**config.mk**
```make
export PLATFORM = sky130hd
export DESIGN_NAME = ad9866_spi_responder
export DESIGN_NICKNAME = d
export VERILOG_FILES = /design/src/rtl/ad9866_pkg.sv /design/src/rtl/ad9866_spi_slv_shift.sv /design/src/rtl/ad9866_spi_responder.sv
export SDC_FILE = /design/constraint.sdc
export NUM_CORES = 1
export LEC_CHECK = 0
export BUFFER_PORTS_ARGS = -buffer_cell sky130_fd_sc_hd__buf_2
export CORE_AREA = 2 2 130 132
export DETAILED_ROUTE_END_ITERATION = 8
export DIE_AREA = 0 0 132 134
export PLACE_DENSITY = 0.86
export SYNTH_ARGS = -nofsm -noshare
export SYNTH_HDL_FRONTEND = slang
export SYNTH_SLANG_ARGS = --single-unit
```
**constraint.sdc**
```tcl
create_clock -name clk -period 12.2 [get_ports clk]
set_input_delay 3.05 -clock clk [delete_from_list [all_inputs] [get_ports clk]]
set_output_delay 3.05 -clock clk [all_outputs]
set_load 0.01 [all_outputs]
```
**src/rtl/ad9866_pkg.sv**
```systemverilog
// Shared constants and the frame-FSM state type for the AD9866 control-port responder.
package ad9866_pkg;

  localparam int AD9866_NREGS = 20;

  localparam logic [4:0] ADDR_SPI_CFG = 5'h00;
  localparam logic [4:0] ADDR_RX_GAIN = 5'h0a;
  localparam logic [4:0] ADDR_TX_GAIN = 5'h11;

  // Bit positions within the 16-bit frame {rw, 2'b00, addr[4:0], data[7:0]}
  localparam int RW_BIT   = 15;
  localparam int ADDR_MSB = 12;
  localparam int ADDR_LSB = 8;

  typedef enum logic [1:0] {IDLE, HDR, DATA, DONE} spi_slv_state_t;

endpackage

```
**src/rtl/ad9866_spi_slv_shift.sv**
```systemverilog
// SPI clock edge detection, 4-bit rise counter and MSB-first input shift register.
// sr already includes the bit sampled on the current rise, so header/data are usable on the strobe clk.
module ad9866_spi_slv_shift (
  input  logic        clk,
  input  logic        reset,
  input  logic        sclk,
  input  logic        sen_n,
  input  logic        sdio,
  input  logic        count_en,
  output logic        fall,
  output logic        hdr_done,
  output logic        frame_done,
  output logic [15:0] sr
);

  logic        sclk_q;
  logic [3:0]  bitcnt_q, bitcnt_d;
  logic [15:0] sr_q, sr_d;
  logic        rise;

  always_comb begin
    rise       = sclk & ~sclk_q & ~sen_n;
    fall       = ~sclk & sclk_q & ~sen_n;
    bitcnt_d   = bitcnt_q;
    sr_d       = sr_q;
    hdr_done   = 1'b0;
    frame_done = 1'b0;
    if (sen_n) begin
      bitcnt_d = 4'd0;
    end else if (rise && count_en) begin
      sr_d       = {sr_q[14:0], sdio};
      hdr_done   = (bitcnt_q == 4'd7);
      frame_done = (bitcnt_q == 4'd15);
      // Saturate so a stray extra rise can never start counting a second frame
      if (bitcnt_q != 4'd15) bitcnt_d = bitcnt_q + 4'd1;
    end
  end

  assign sr = sr_d;

  always_ff @(posedge clk or posedge reset) begin
    if (reset) begin
      sclk_q   <= 1'b0;
      bitcnt_q <= 4'd0;
      sr_q     <= 16'd0;
    end else begin
      sclk_q   <= sclk;
      bitcnt_q <= bitcnt_d;
      sr_q     <= sr_d;
    end
  end

endmodule

```
**src/rtl/ad9866_spi_responder.sv**
```systemverilog
// AD9866 control-port emulation: frame FSM, NREGS x 8 register file and optional serial readback.
// Readback (rd_sr and a live sdo) is built only when AD9866_SPI_READBACK_EN is defined.
module ad9866_spi_responder
  import ad9866_pkg::*;
#(
  parameter int                   NREGS     = AD9866_NREGS,
  parameter logic [NREGS*8-1:0]   RESET_VAL = '0
) (
  input  logic               clk,
  input  logic               reset,
  input  logic               sclk,
  input  logic               sen_n,
  input  logic               sdio,
  output logic               sdo,
  output logic [NREGS*8-1:0] regs,
  output logic               wr_stb,
  output logic [4:0]         wr_addr,
  output logic [7:0]         wr_data,
  output logic               addr_err,
  output logic [5:0]         rx_gain
);

  localparam int RX_GAIN_LSB = int'(ADDR_RX_GAIN) * 8;

  spi_slv_state_t     state_q, state_d;
  logic               rw_q, rw_d;
  logic [4:0]         addr_q, addr_d;
  logic [NREGS*8-1:0] regs_q, regs_d;
  logic               wr_stb_q, wr_stb_d;
  logic [4:0]         wr_addr_q, wr_addr_d;
  logic [7:0]         wr_data_q, wr_data_d;
  logic               addr_err_q, addr_err_d;

  logic        fall, hdr_done, frame_done;
  logic [15:0] sr;
  logic        hdr_rw, addr_ok;
  logic [4:0]  hdr_addr;

  ad9866_spi_slv_shift u_shift (
    .clk       (clk),
    .reset     (reset),
    .sclk      (sclk),
    .sen_n     (sen_n),
    .sdio      (sdio),
    .count_en  (state_q != DONE),
    .fall      (fall),
    .hdr_done  (hdr_done),
    .frame_done(frame_done),
    .sr        (sr)
  );

  // On the 8th rise the header byte sits in sr[7:0]
  assign hdr_rw   = sr[RW_BIT - 8];
  assign hdr_addr = sr[ADDR_MSB - 8 : ADDR_LSB - 8];
  assign addr_ok  = 32'(addr_q) < NREGS;

  always_comb begin
    state_d    = state_q;
    rw_d       = rw_q;
    addr_d     = addr_q;
    regs_d     = regs_q;
    wr_stb_d   = 1'b0;
    addr_err_d = 1'b0;
    wr_addr_d  = wr_addr_q;
    wr_data_d  = wr_data_q;

    if (hdr_done) begin
      rw_d   = hdr_rw;
      addr_d = hdr_addr;
    end

    if (frame_done) begin
      if (!addr_ok) begin
        addr_err_d = 1'b1;
      end else if (!rw_q) begin
        regs_d[32'(addr_q)*8 +: 8] = sr[7:0];
        wr_stb_d  = 1'b1;
        wr_addr_d = addr_q;
        wr_data_d = sr[7:0];
      end
    end

    if (sen_n) begin
      state_d = IDLE;
    end else begin
      case (state_q)
        IDLE:    state_d = HDR;
        HDR:     if (hdr_done)   state_d = DATA;
        DATA:    if (frame_done) state_d = DONE;
        default: state_d = DONE;
      endcase
    end
  end

  always_ff @(posedge clk or posedge reset) begin
    if (reset) begin
      state_q    <= IDLE;
      rw_q       <= 1'b0;
      addr_q     <= 5'd0;
      regs_q     <= RESET_VAL;
      wr_stb_q   <= 1'b0;
      wr_addr_q  <= 5'd0;
      wr_data_q  <= 8'd0;
      addr_err_q <= 1'b0;
    end else begin
      state_q    <= state_d;
      rw_q       <= rw_d;
      addr_q     <= addr_d;
      regs_q     <= regs_d;
      wr_stb_q   <= wr_stb_d;
      wr_addr_q  <= wr_addr_d;
      wr_data_q  <= wr_data_d;
      addr_err_q <= addr_err_d;
    end
  end

`ifdef AD9866_SPI_READBACK_EN
  logic [7:0] rd_sr_q, rd_sr_d;
  logic       sdo_q, sdo_d;
  logic       unused_ok;

  assign unused_ok = ^sr[15:8];

  always_comb begin
    rd_sr_d = rd_sr_q;
    sdo_d   = sdo_q;
    if (hdr_done && hdr_rw) begin
      rd_sr_d = (32'(hdr_addr) < NREGS) ? regs_q[32'(hdr_addr)*8 +: 8] : 8'h00;
    end
    if (state_q == DATA && fall && rw_q) begin
      sdo_d   = rd_sr_q[7];
      rd_sr_d = {rd_sr_q[6:0], 1'b0};
    end
    // Line is only driven between the header and the 16th rise of a read
    if (sen_n || state_q != DATA) sdo_d = 1'b0;
  end

  always_ff @(posedge clk or posedge reset) begin
    if (reset) begin
      rd_sr_q <= 8'h00;
      sdo_q   <= 1'b0;
    end else begin
      rd_sr_q <= rd_sr_d;
      sdo_q   <= sdo_d;
    end
  end

  assign sdo = sdo_q;
`else
  logic unused_ok;

  assign unused_ok = ^{sr[15:8], fall};
  assign sdo       = 1'b0;
`endif

  assign regs     = regs_q;
  assign wr_stb   = wr_stb_q;
  assign wr_addr  = wr_addr_q;
  assign wr_data  = wr_data_q;
  assign addr_err = addr_err_q;
  assign rx_gain  = regs_q[RX_GAIN_LSB +: 6];

endmodule

```
==> run summary, run 1 <==
maximum vdd drop - 0.0914 mV
router iterations before antenna repair - 5
Util after Layout - 59.3%
Startpoint Class - input pin
post-CTS setup repair buffer count - 0
final non-filler cell area - 0.00965 mm^2
routed via count - 5711
final worst path period share - 40.7%
Root Driver - clkbuf_16
final setup margin - 7.24 ns
gr usage total - 22.9%
Switching Share - 27.6%
CP Capture Type - flip-flop
TritonCTS clock tree - built
worst-margin pin slew - 1.05 ns
asr flop ratio synth - 100%
Area Overhead vs Synth - 20.2%
top cell type's share of synthesized area - 61.1%
post-synth top area cell - dfrtp_1
syn_nets - 650
Final Hold Violating Endpoints - 0
DP Worst Slack - 6.80 ns
relative slew slack - 27.7%
unrepaired setup endpoints after global routing - no
core area - 0.0163 mm^2
register area share after synthesis - 61.1%
largest net degree at the start of global routing - 133
clock buffer count from CTS - 17
1st-iter DRT viols - 398
power share of the clock group - 40.0%
DP HPWL - 13900 um
crit-path leading delay family - multiplexers
CP max stage delay - 0.91 ns
Mapped Avg Cell Area - 12.5 um^2
GP Congestion - 0.886
synthesized area - 0.00803 mm^2
Post-synth EDFFs - 0
Core Rows - 47
Via density - 5.44
fin. max-slew vios - 0
ANT nets after route - 0
CTS-repair resized insts - 0
worst-path cell chain - buf_2 > nand2b_1 > a211oi_2 > buf_4 > mux2i_1 > nor2_1 > mux2_2
prevailing post-synth register cell - dfrtp_1
share of cells above drive strength 1 - 41.5%
Setup violations, final - 0
Critical Path RT - 12.51 ns
Post-Synthesis Cells - 642
Pwr Density - 135 mW/mm^2
dpl cell area - 0.00910 mm^2
Starting Density - 49.3%
vias in the first global route - 5624
Combinational Power Share - 8.7%
outcome - completed
gr ovfl total - 0
Area contributors post-synth - dfrtp_1 61%, mux2_2 15%, o21ai_0 3.8%, nor2_1 2.3%, nand2_1 2.1%
Reg clk slew, reported paths - 0.06 ns
global-route wire length before repair - 31500 um
Pint - 0.944 mW
Fmax - 201 MHz
drt drc - 0
cts hold-fix bufs - 0
CP max-delay cell - mux2i_1
post-synthesis register bit count - 196
arrival time of the worst setup path - 5.27 ns
most common cell after layout, fill and taps aside - dfrtp_1
H-tree levels - 4
Net Switching - 0.360 mW
Hold Worst Slack - 0.483 ns
Hold WC Path Type - flip-flop to flip-flop
critical path buffer and inverter count - 2
Clock Latency Late Sink - 0.43 ns
crit-path max FO - 21
Vert. Die Dim - 134 um
NumNets Final - 823
# IOs - 187
sequential power share - 51.3%
Max-cap violations - 0
skew final - 0.00885 ns
Ys Warns - 0
per-cell routed wire length - 18.7 um
die area - 0.0177 mm^2
Pleak - 5.31 nW
final setup TNS - 0 ns
Clock Path Buffers - 2
crit path kind - input pin to flip-flop
initial antenna violation count - 0
Total Wirelength - 19600 um
commonest cells after routing, fill and taps aside - 196 x dfrtp_1, 185 x buf_2, 110 x mux2_2
post-synth cell types - 47
post-layout minimum cycle time - 4.96 ns
Port Buffers - 185
CTS sink cnt - 196
DIE WIDTH - 132 um
==> power by group through the flow <==
stage | registers [mW] | clock network (mW) | logic [mW]
6_report | 0.669 | 0.521 | 0.114
5_1_grt | 0.669 | 0.561 | 0.123
4_1_cts | 0.668 | 0.531 | 0.113
3_5_place_dp | 0.681 | 0 | 0.113
3_3_place_gp | 0.680 | 0 | 0.111
2_1_floorplan | 0.678 | 0 | 0.0629
==> synth_stat cells (all sizes together), types with 2 or more instances <==
cell type  count
a211oi         3
a21oi         16
and3           5
buf           15
clkbuf        19
dfrtp        196
ha             3
inv           13
mux2         118
mux2i          8
nand2         45
nand2b         6
nand3         19
nand3b         2
nand4          5
nor2          51
nor2b          3
nor3          10
nor4           2
nor4b          3
o21ai         64
o31ai         15
or3            3
xor2           3
==> per-layer routing <==
layer | vias up | track usage, % | part of all wire, % | wire length (um)
li1 | 2611 | - | - | -
met1 | 2834 | 31.9 | 44 | 8580
met2 | 242 | 34.9 | 47 | 9200
met3 | 24 | 6.20 | 7.8 | 1520
met4 | 0 | 8.03 | 1.6 | 321
met5 | - | 0 | 0 | 0
==> state kept, by name, indices dropped and copies added, names as in the netlist <==
register and cells:
u_shift.bitcnt_q 4, wr_addr 5, addr_err 1, rw_q 1
u_shift.sclk_q 1, state_q 2, u_shift.sr_q 8, addr_q 5
wr_stb 1, wr_data 8, regs 160
==> kinds of logic after synthesis <==
logic type      share of synthesized area [%]
other cells                            0.0467
xor+xnor                                0.327
flops                                    61.1
compound gates                           7.52
mux                                      17.5
fa+ha+maj                               0.467
buf+inv                                  2.66
simple gates                             10.4
==> metrics by stage <==
stage | total power, mW | instances
6_report | 1.30 | 1049
5_1_grt | 1.35 | 1048
4_1_cts | 1.31 | 1048
3_5_place_dp | 0.794 | 1016
3_3_place_gp | 0.790 | 1016
2_1_floorplan | 0.741 | 642
==> layout make-up <==
type	instances	area, um^2
sequential	196	4900
inverter	13	56.3
antenna	1	2.50
multi-input combinational	399	2920
tap	220	275
timing repair buffer	188	948
fill	1362	6640
clock buffer	17	425
clock inverter	15	121
==> worst reg2reg max path, stage by stage, from the launching register on <==
cell	delay (ns)
dfrtp_1	0.59
inv_1	0.14
ha_1	0.31
nand2b_1	0.14
nor2_1	0.05
ha_1	0.42
nor2b_1	0.31
nand3_1	0.61
nand3b_1	0.55
mux2_2	0.37
==> path summary, 6_finish.rpt <==
kind	startpoint	endpoint	slack, ns	depth (start not counted)
hold / removal	regs[95]	regs[95]	0.48	2
setup reg to reg	addr_q[0]	regs[125]	8.60	9
min in group asynchronous	reset	regs[38]	2.78	2
setup / recovery	sclk	regs[78]	7.24	7
hold reg to reg	regs[95]	regs[95]	0.48	2
max in group asynchronous	reset	regs[16]	8.04	3
Power figures use the tool's default switching activity.
==> run 2, diff against run 1 <==
--- a/config.mk
+++ b/config.mk
@@ -6,9 +6,9 @@
 export NUM_CORES = 1
 export LEC_CHECK = 0
 export BUFFER_PORTS_ARGS = -buffer_cell sky130_fd_sc_hd__buf_2
-export CORE_AREA = 2 2 130 132
+export CORE_AREA = 2 2 133 135
 export DETAILED_ROUTE_END_ITERATION = 8
-export DIE_AREA = 0 0 132 134
+export DIE_AREA = 0 0 135 137
 export PLACE_DENSITY = 0.86
 export SYNTH_ARGS = -nofsm -noshare
 export SYNTH_HDL_FRONTEND = slang
==> constraint.sdc (replaced) <==
create_clock -name clk -period 4.3 [get_ports clk]
set_input_delay 1.075 -clock clk [delete_from_list [all_inputs] [get_ports clk]]
set_output_delay 1.075 -clock clk [all_outputs]
set_load 0.01 [all_outputs]
==> run summary, run 2 (synthesized netlist as in run 1, its figures left out) <==
outcome - completed (unchanged)
Final Hold Violating Endpoints - 0 (unchanged)
crit path kind - flip-flop to flip-flop (was input pin to flip-flop)
DIE WIDTH - 135 um (was 132 um)
largest net degree at the start of global routing - 99 (was 133)
Setup violations, final - 0 (unchanged)
Fmax - 294 MHz
Largest register FFs - 160 (unchanged)
router iterations before antenna repair - 5 (unchanged)
post-layout minimum cycle time - 3.40 ns
Reg clk slew, reported paths - 0.07 ns (was 0.06 ns)
drt drc - 0 (unchanged)
Area Overhead vs Synth - 22.4% (was 20.2%)
cts hold-fix bufs - 0 (unchanged)
gr usage total - 22.6% (was 22.9%)
Pleak - 5.39 nW (was 5.31 nW)
clock buffer count from CTS - 17 (unchanged)
die area - 0.0185 mm^2 (was 0.0177 mm^2)
DP HPWL - 14700 um (was 13900 um)
share of cells above drive strength 1 - 42.1% (was 41.5%)
# fillers - 1433 (was 1362)
ANT nets after route - 0 (unchanged)
GP Congestion - 0.864 (was 0.886)
fin. max-slew vios - 0 (unchanged)
Via density - 5.48 (was 5.44)
initial antenna violation count - 0 (unchanged)
commonest cells after routing, fill and taps aside - 196 x dfrtp_1, 185 x buf_2, 110 x mux2_2 (unchanged)
crit path from - addr_q[0] (was sclk)
# IOs - 187 (unchanged)
Max-cap violations - 0 (unchanged)
Clock Latency Late Sink - 0.44 ns (was 0.43 ns)
crit-path max FO - 12 (was 21)
maximum vdd drop - 0.300 mV (was 0.0914 mV)
CTS sink cnt - 196 (unchanged)
post-CTS setup repair buffer count - 0 (unchanged)
CP Capture Type - flip-flop (unchanged)
routed via count - 5827 (was 5711)
per-cell routed wire length - 19.2 um (was 18.7 um)
NumNets Final - 834 (was 823)
relative slew slack - 42.9% (was 27.7%)
vias in the first global route - 5700 (was 5624)
Antenna Cells - 0 (was 1)
Vert. Die Dim - 137 um (was 134 um)
gr ovfl total - 0 (unchanged)
Pwr Density - 402 mW/mm^2 (was 135 mW/mm^2)
Root Driver - clkbuf_16 (unchanged)
Port Buffers - 185 (unchanged)
H-tree levels - 4 (unchanged)
global-route wire length before repair - 31600 um (was 31500 um)
Starting Density - 47.1% (was 49.3%)
Critical Path RT - 4.62 ns (was 12.51 ns)
Worst Hold End - regs[4] (was regs[95])
Hold Worst Slack - 0.474 ns (was 0.483 ns)
TritonCTS clock tree - built (unchanged)
Worst Hold Depth - 2 (unchanged)
core area - 0.0171 mm^2 (was 0.0163 mm^2)
Hold WC Path Type - flip-flop to flip-flop (unchanged)
CTS-repair resized insts - 0 (unchanged)
most common cell after layout, fill and taps aside - dfrtp_1 (unchanged)
final non-filler cell area - 0.00983 mm^2 (was 0.00965 mm^2)
final setup TNS - 0 ns (unchanged)
Core Rows - 48 (was 47)
final worst path period share - 79.2%
worst-margin pin slew - 0.853 ns (was 1.05 ns)
Startpoint Class - flip-flop (was input pin)
Clock Path Buffers - 2 (unchanged)
Reg-to-Reg Start - addr_q[0] (unchanged)
hold path start - regs[4] (was regs[95])
unrepaired setup endpoints after global routing - no (unchanged)
skew final - 0.0135 ns (was 0.00885 ns)
reg2reg path depth - 9 (unchanged)
Total Wirelength - 20400 um (was 19600 um)
dpl cell area - 0.00920 mm^2 (was 0.00910 mm^2)
register-to-register path setup slack - 0.90 ns (was 8.60 ns)
1st-iter DRT viols - 351 (was 398)
R2R Path End - regs[132] (was regs[125])
arrival time of the worst setup path - 3.72 ns (was 5.27 ns)
run 2: how the worst max path moves through the flow:
stage	endpoint	cells after the start
after floorplan	addr_err	1
after global placement	regs[133]	9
after detailed placement	regs[132]	9
after CTS	regs[132]	9
after global routing	regs[130]	9
final	regs[132]	9
run 2: cell type report:
class | instances | area (um^2) | area share (%)
Sequential cell | 196 | 4900 | 49.9
Timing Repair Buffer | 199 | 1040 | 10.6
Clock buffer | 20 | 457 | 4.64
Tap cell | 225 | 282 | 2.86
Inverter | 13 | 52.6 | 0.534
Multi-Input combinational cell | 399 | 2920 | 29.7
Clock inverter | 11 | 174 | 1.77
run 2: per-layer routing:
layer	vias up	global-route usage [%]	wire [um]
met5	-	0	0
met4	0	7.41	392
met3	28	6.93	1600
met2	230	35.4	9640
met1	2942	30.3	8760
li1	2627	-	-
run 2: critical path, stage by stage, from the launching register on:
cell and delay [ns]:
dfrtp_1 0.58, inv_1 0.14, ha_1 0.30, nand2b_1 0.14, nor2_1 0.05, ha_1 0.42
nor2b_1 0.28, nand3_1 0.25, nor4b_4 0.71, mux2_2 0.41
run 2: through the flow:
stage               setup WS (ns)  utilization (%)  instances  power [mW]
floorplan                   0.693                -        642        2.10
global placement             1.06             53.9       1032        2.29
detailed placement          0.933             53.9       1032        2.30
CTS                         0.951             57.6       1063        3.98
global route                0.680             57.6       1063        4.11
finish                      0.896             57.6       1063        3.95
run 2: power by group:
part | internal (mW) | switching (mW) | leakage, nW
Sequential | 1.88 | 0.0235 | 2.71
Combinational | 0.0799 | 0.285 | 2.38
Clock | 1.00 | 0.684 | 0.299
Total | 2.96 | 0.993 | 5.39
==> run 3, diff against run 2 <==
--- a/config.mk
+++ b/config.mk
@@ -5,11 +5,12 @@
 export SDC_FILE = /design/constraint.sdc
 export NUM_CORES = 1
 export LEC_CHECK = 0
+export ABC_AREA = 1
 export BUFFER_PORTS_ARGS = -buffer_cell sky130_fd_sc_hd__buf_2
-export CORE_AREA = 2 2 133 135
+export CORE_AREA = 2 2 134 136
 export DETAILED_ROUTE_END_ITERATION = 8
-export DIE_AREA = 0 0 135 137
-export PLACE_DENSITY = 0.86
+export DIE_AREA = 0 0 136 138
+export PLACE_DENSITY = 0.88
 export SYNTH_ARGS = -nofsm -noshare
 export SYNTH_HDL_FRONTEND = slang
 export SYNTH_SLANG_ARGS = --single-unit
==> constraint.sdc (replaced) <==
create_clock -name clk -period 2.7 [get_ports clk]
set_input_delay 0.675 -clock clk [delete_from_list [all_inputs] [get_ports clk]]
set_output_delay 0.675 -clock clk [all_outputs]
set_load 0.01 [all_outputs]
==> run summary, run 3 <==
crit-path leading delay family - simple AND/OR/NAND/NOR gates (unchanged)
Post-synth EDFFs - 0 (unchanged)
Reg clk slew, reported paths - 0.08 ns (was 0.07 ns)
Critical Path RT - 3.01 ns (was 4.62 ns)
cts hold-fix bufs - 0 (unchanged)
Area Overhead vs Synth - 20.8% (was 22.4%)
Largest register FFs - 160 (unchanged)
outcome - completed (unchanged)
largest net degree at the start of global routing - 104 (was 99)
worst-path cell chain - inv_1 > ha_1 > inv_1 > nor3_1 > ha_1 > nor3_1 > nand3_1 > nor3_1 > nand2_1 > nand2_1 > o21ai_0 (was inv_1 > ha_1 > nand2b_1 > nor2_1 > ha_1 > nor2b_1 > nand3_1 > nor4b_4 > mux2_2)
relative slew slack - 57.6% (was 42.9%)
post-synth cell types - 31 (was 47)
Util after Layout - 57.9% (was 57.6%)
Mapped Avg Cell Area - 8.71 um^2 (was 12.5 um^2)
Via density - 5.30 (was 5.48)
share of cells above drive strength 1 - 23.5% (was 42.1%)
final worst path period share - 90.2% (was 79.2%)
Port Buffers - 185 (unchanged)
Final Hold Violating Endpoints - 0 (unchanged)
final setup margin - 0.265 ns (was 0.896 ns)
worst-margin pin slew - 0.635 ns (was 0.853 ns)
Ys Warns - 0 (unchanged)
Pint - 4.32 mW (was 2.96 mW)
DP HPWL - 16500 um (was 14700 um)
syn_nets - 973 (was 650)
skew final - 0.0122 ns (was 0.0135 ns)
Post-synth top cells - 317 x nand2_1, 196 x dfrtp_1, 95 x o21ai_1 (was 196 x dfrtp_1, 110 x mux2_2, 61 x o21ai_0)
top cell type's share of synthesized area - 58.4% (was 61.1%)
Finished Layout Cells - 1380 (was 1063)
vias in the first global route - 6963 (was 5700)
Starting Density - 47.9% (was 47.1%)
global-route wire length before repair - 36600 um (was 31600 um)
crit path kind - flip-flop to flip-flop (unchanged)
CTS sink cnt - 196 (unchanged)
GP Congestion - 0.910 (was 0.864)
core area - 0.0175 mm^2 (was 0.0171 mm^2)
asr flop ratio synth - 100% (unchanged)
Area contributors post-synth - dfrtp_1 58%, nand2_1 14%, o21ai_1 5.7%, inv_1 3.8%, nand3_1 3.2% (was dfrtp_1 61%, mux2_2 15%, o21ai_0 3.8%, nor2_1 2.3%, nand2_1 2.1%)
most common cell after layout, fill and taps aside - nand2_1 (was dfrtp_1)
post-CTS setup repair buffer count - 0 (unchanged)
Vert. Die Dim - 138 um (was 137 um)
TritonCTS clock tree - built (unchanged)
drt drc - 0 (unchanged)
Clock Path Buffers - 2 (unchanged)
synthesized area - 0.00840 mm^2 (was 0.00803 mm^2)
Total Wirelength - 22800 um (was 20400 um)
Antenna Cells - 0 (unchanged)
final setup TNS - 0 ns (unchanged)
Net Switching - 1.63 mW (was 0.993 mW)
gr ovfl total - 0 (unchanged)
post-synthesis register bit count - 196 (unchanged)
Overall Power - 5.95 mW (was 3.95 mW)
Crit path top cell by count - nor3_1 (was ha_1)
per-cell routed wire length - 16.5 um (was 19.2 um)
register area share after synthesis - 58.4% (was 61.1%)
Pwr Density - 586 mW/mm^2 (was 402 mW/mm^2)
Hold WC Path Type - input pin to asynchronous set/reset pin (was flip-flop to flip-flop)
Switching Share - 27.4% (was 25.1%)
prevailing post-synth register cell - dfrtp_1 (unchanged)
gr usage total - 24.9% (was 22.6%)
initial antenna violation count - 0 (unchanged)
# IOs - 187 (unchanged)
Setup violations, final - 0 (unchanged)
CP max stage delay - 0.39 ns (was 0.71 ns)
commonest cells after routing, fill and taps aside - 317 x nand2_1, 196 x dfrtp_1, 185 x buf_2 (was 196 x dfrtp_1, 185 x buf_2, 110 x mux2_2)
Fmax - 411 MHz (was 294 MHz)
maximum vdd drop - 0.496 mV (was 0.300 mV)
arrival time of the worst setup path - 2.74 ns (was 3.72 ns)
CP Capture Type - flip-flop (unchanged)
Core Rows - 49 (was 48)
most common cell in the synthesized netlist - nand2_1 (was dfrtp_1)
DP Worst Slack - 0.252 ns (was 0.933 ns)
Combinational Power Share - 5.8% (was 9.2%)
CTS-repair resized insts - 0 (unchanged)
dpl cell area - 0.00953 mm^2 (was 0.00920 mm^2)
power share of the clock group - 43.9% (was 42.7%)
critical path buffer and inverter count - 2 (was 1)
sequential power share - 50.3% (was 48.1%)
post-synth top area cell - dfrtp_1 (unchanged)
router iterations before antenna repair - 5 (unchanged)
NumNets Final - 1146 (was 834)
H-tree levels - 4 (unchanged)
ANT nets after route - 0 (unchanged)
final non-filler cell area - 0.0102 mm^2 (was 0.00983 mm^2)
clock buffer count from CTS - 17 (unchanged)
Max-cap violations - 0 (unchanged)
routed via count - 7308 (was 5827)
Placed Cells - 1348 (was 1032)
unrepaired setup endpoints after global routing - no (unchanged)
crit-path max FO - 16 (was 12)
1st-iter DRT viols - 567 (was 351)
CP max-delay cell - dfrtp_1 (was nor4b_4)
Pleak - 5.27 nW (was 5.39 nW)
fin. max-slew vios - 0 (unchanged)
DIE WIDTH - 136 um (was 135 um)
post-layout minimum cycle time - 2.43 ns (was 3.40 ns)
Hold Worst Slack - 0.112 ns (was 0.474 ns)
die area - 0.0188 mm^2 (was 0.0185 mm^2)
Root Driver - clkbuf_16 (unchanged)
Post-Synthesis Cells - 965 (was 642)
Clock Latency Late Sink - 0.44 ns (about the same)
Startpoint Class - flip-flop (unchanged)
run 3: cell count changes in the layout (fill, tap and decap cells not counted), sizes merged, moves of 6 or more:
cell | before | now
nand3 | 19 | 54
mux2i | 8 | 0
o21ai | 64 | 144
inv | 14 | 96
nand2 | 45 | 331
mux2 | 118 | 0
o31ai | 15 | 0
nand2b | 6 | 0
nand4 | 5 | 35
a21oi | 16 | 5
run 3: kinds of logic after synthesis:
| kind of cell | synth area share, % |
|---|---|
| simple gates | 25.1 |
| compound gates | 9.01 |
| fa+ha+maj | 0.447 |
| other cells | 0.0446 |
| xor+xnor | 0.104 |
| flops | 58.4 |
| buf+inv | 6.97 |
run 3: worst reg2reg max path: stages, from the launching register on:
cell and delay (ns):
dfrtp_1 0.39, inv_1 0.10, ha_1 0.18, inv_1 0.06
nor3_1 0.15, ha_1 0.31, nor3_1 0.19, nand3_1 0.11
nor3_1 0.24, nand2_1 0.33, nand2_1 0.15, o21ai_0 0.10
run 3: routing by layer:
metal	global-route usage (%)	share of wire, %	vias to the layer above
met1	34.6	42	3477
met4	8.88	2.9	0
li1	-	-	3444
met3	5.43	7.8	57
met2	38.7	47	330
met5	0	0	-
run 3: layout make-up:
class	instances	area, um^2
timing repair buffer	204	1090
sequential	196	4900
fill	1528	7380
multi-input combinational	631	2910
inverter	88	335
clock inverter	15	193
clock buffer	17	425
tap	229	287
run 3: worst paths after layout:
kind / from / endpoint / slack [ns] / depth (start not counted)
max reg2reg: addr_q[1] / regs[1] / 0.27 / 11
max in group asynchronous: reset / regs[90] / 1.85 / 3
min reg2reg: wr_data[1] / wr_data[1] / 0.48 / 2
min in group clk: sclk / u_shift.sclk_q / 0.37 / 1
min: reset / regs[10] / 0.11 / 2
max: addr_q[1] / regs[1] / 0.27 / 11
run 3: power by group through the flow:
stage	logic [mW]	registers (mW)	clock network [mW]
after floorplan	0.208	3.04	0
after global placement	0.330	3.05	0
after detailed placement	0.336	3.05	0
after CTS	0.340	2.99	2.64
after global routing	0.377	3.00	2.76
final	0.344	3.00	2.61
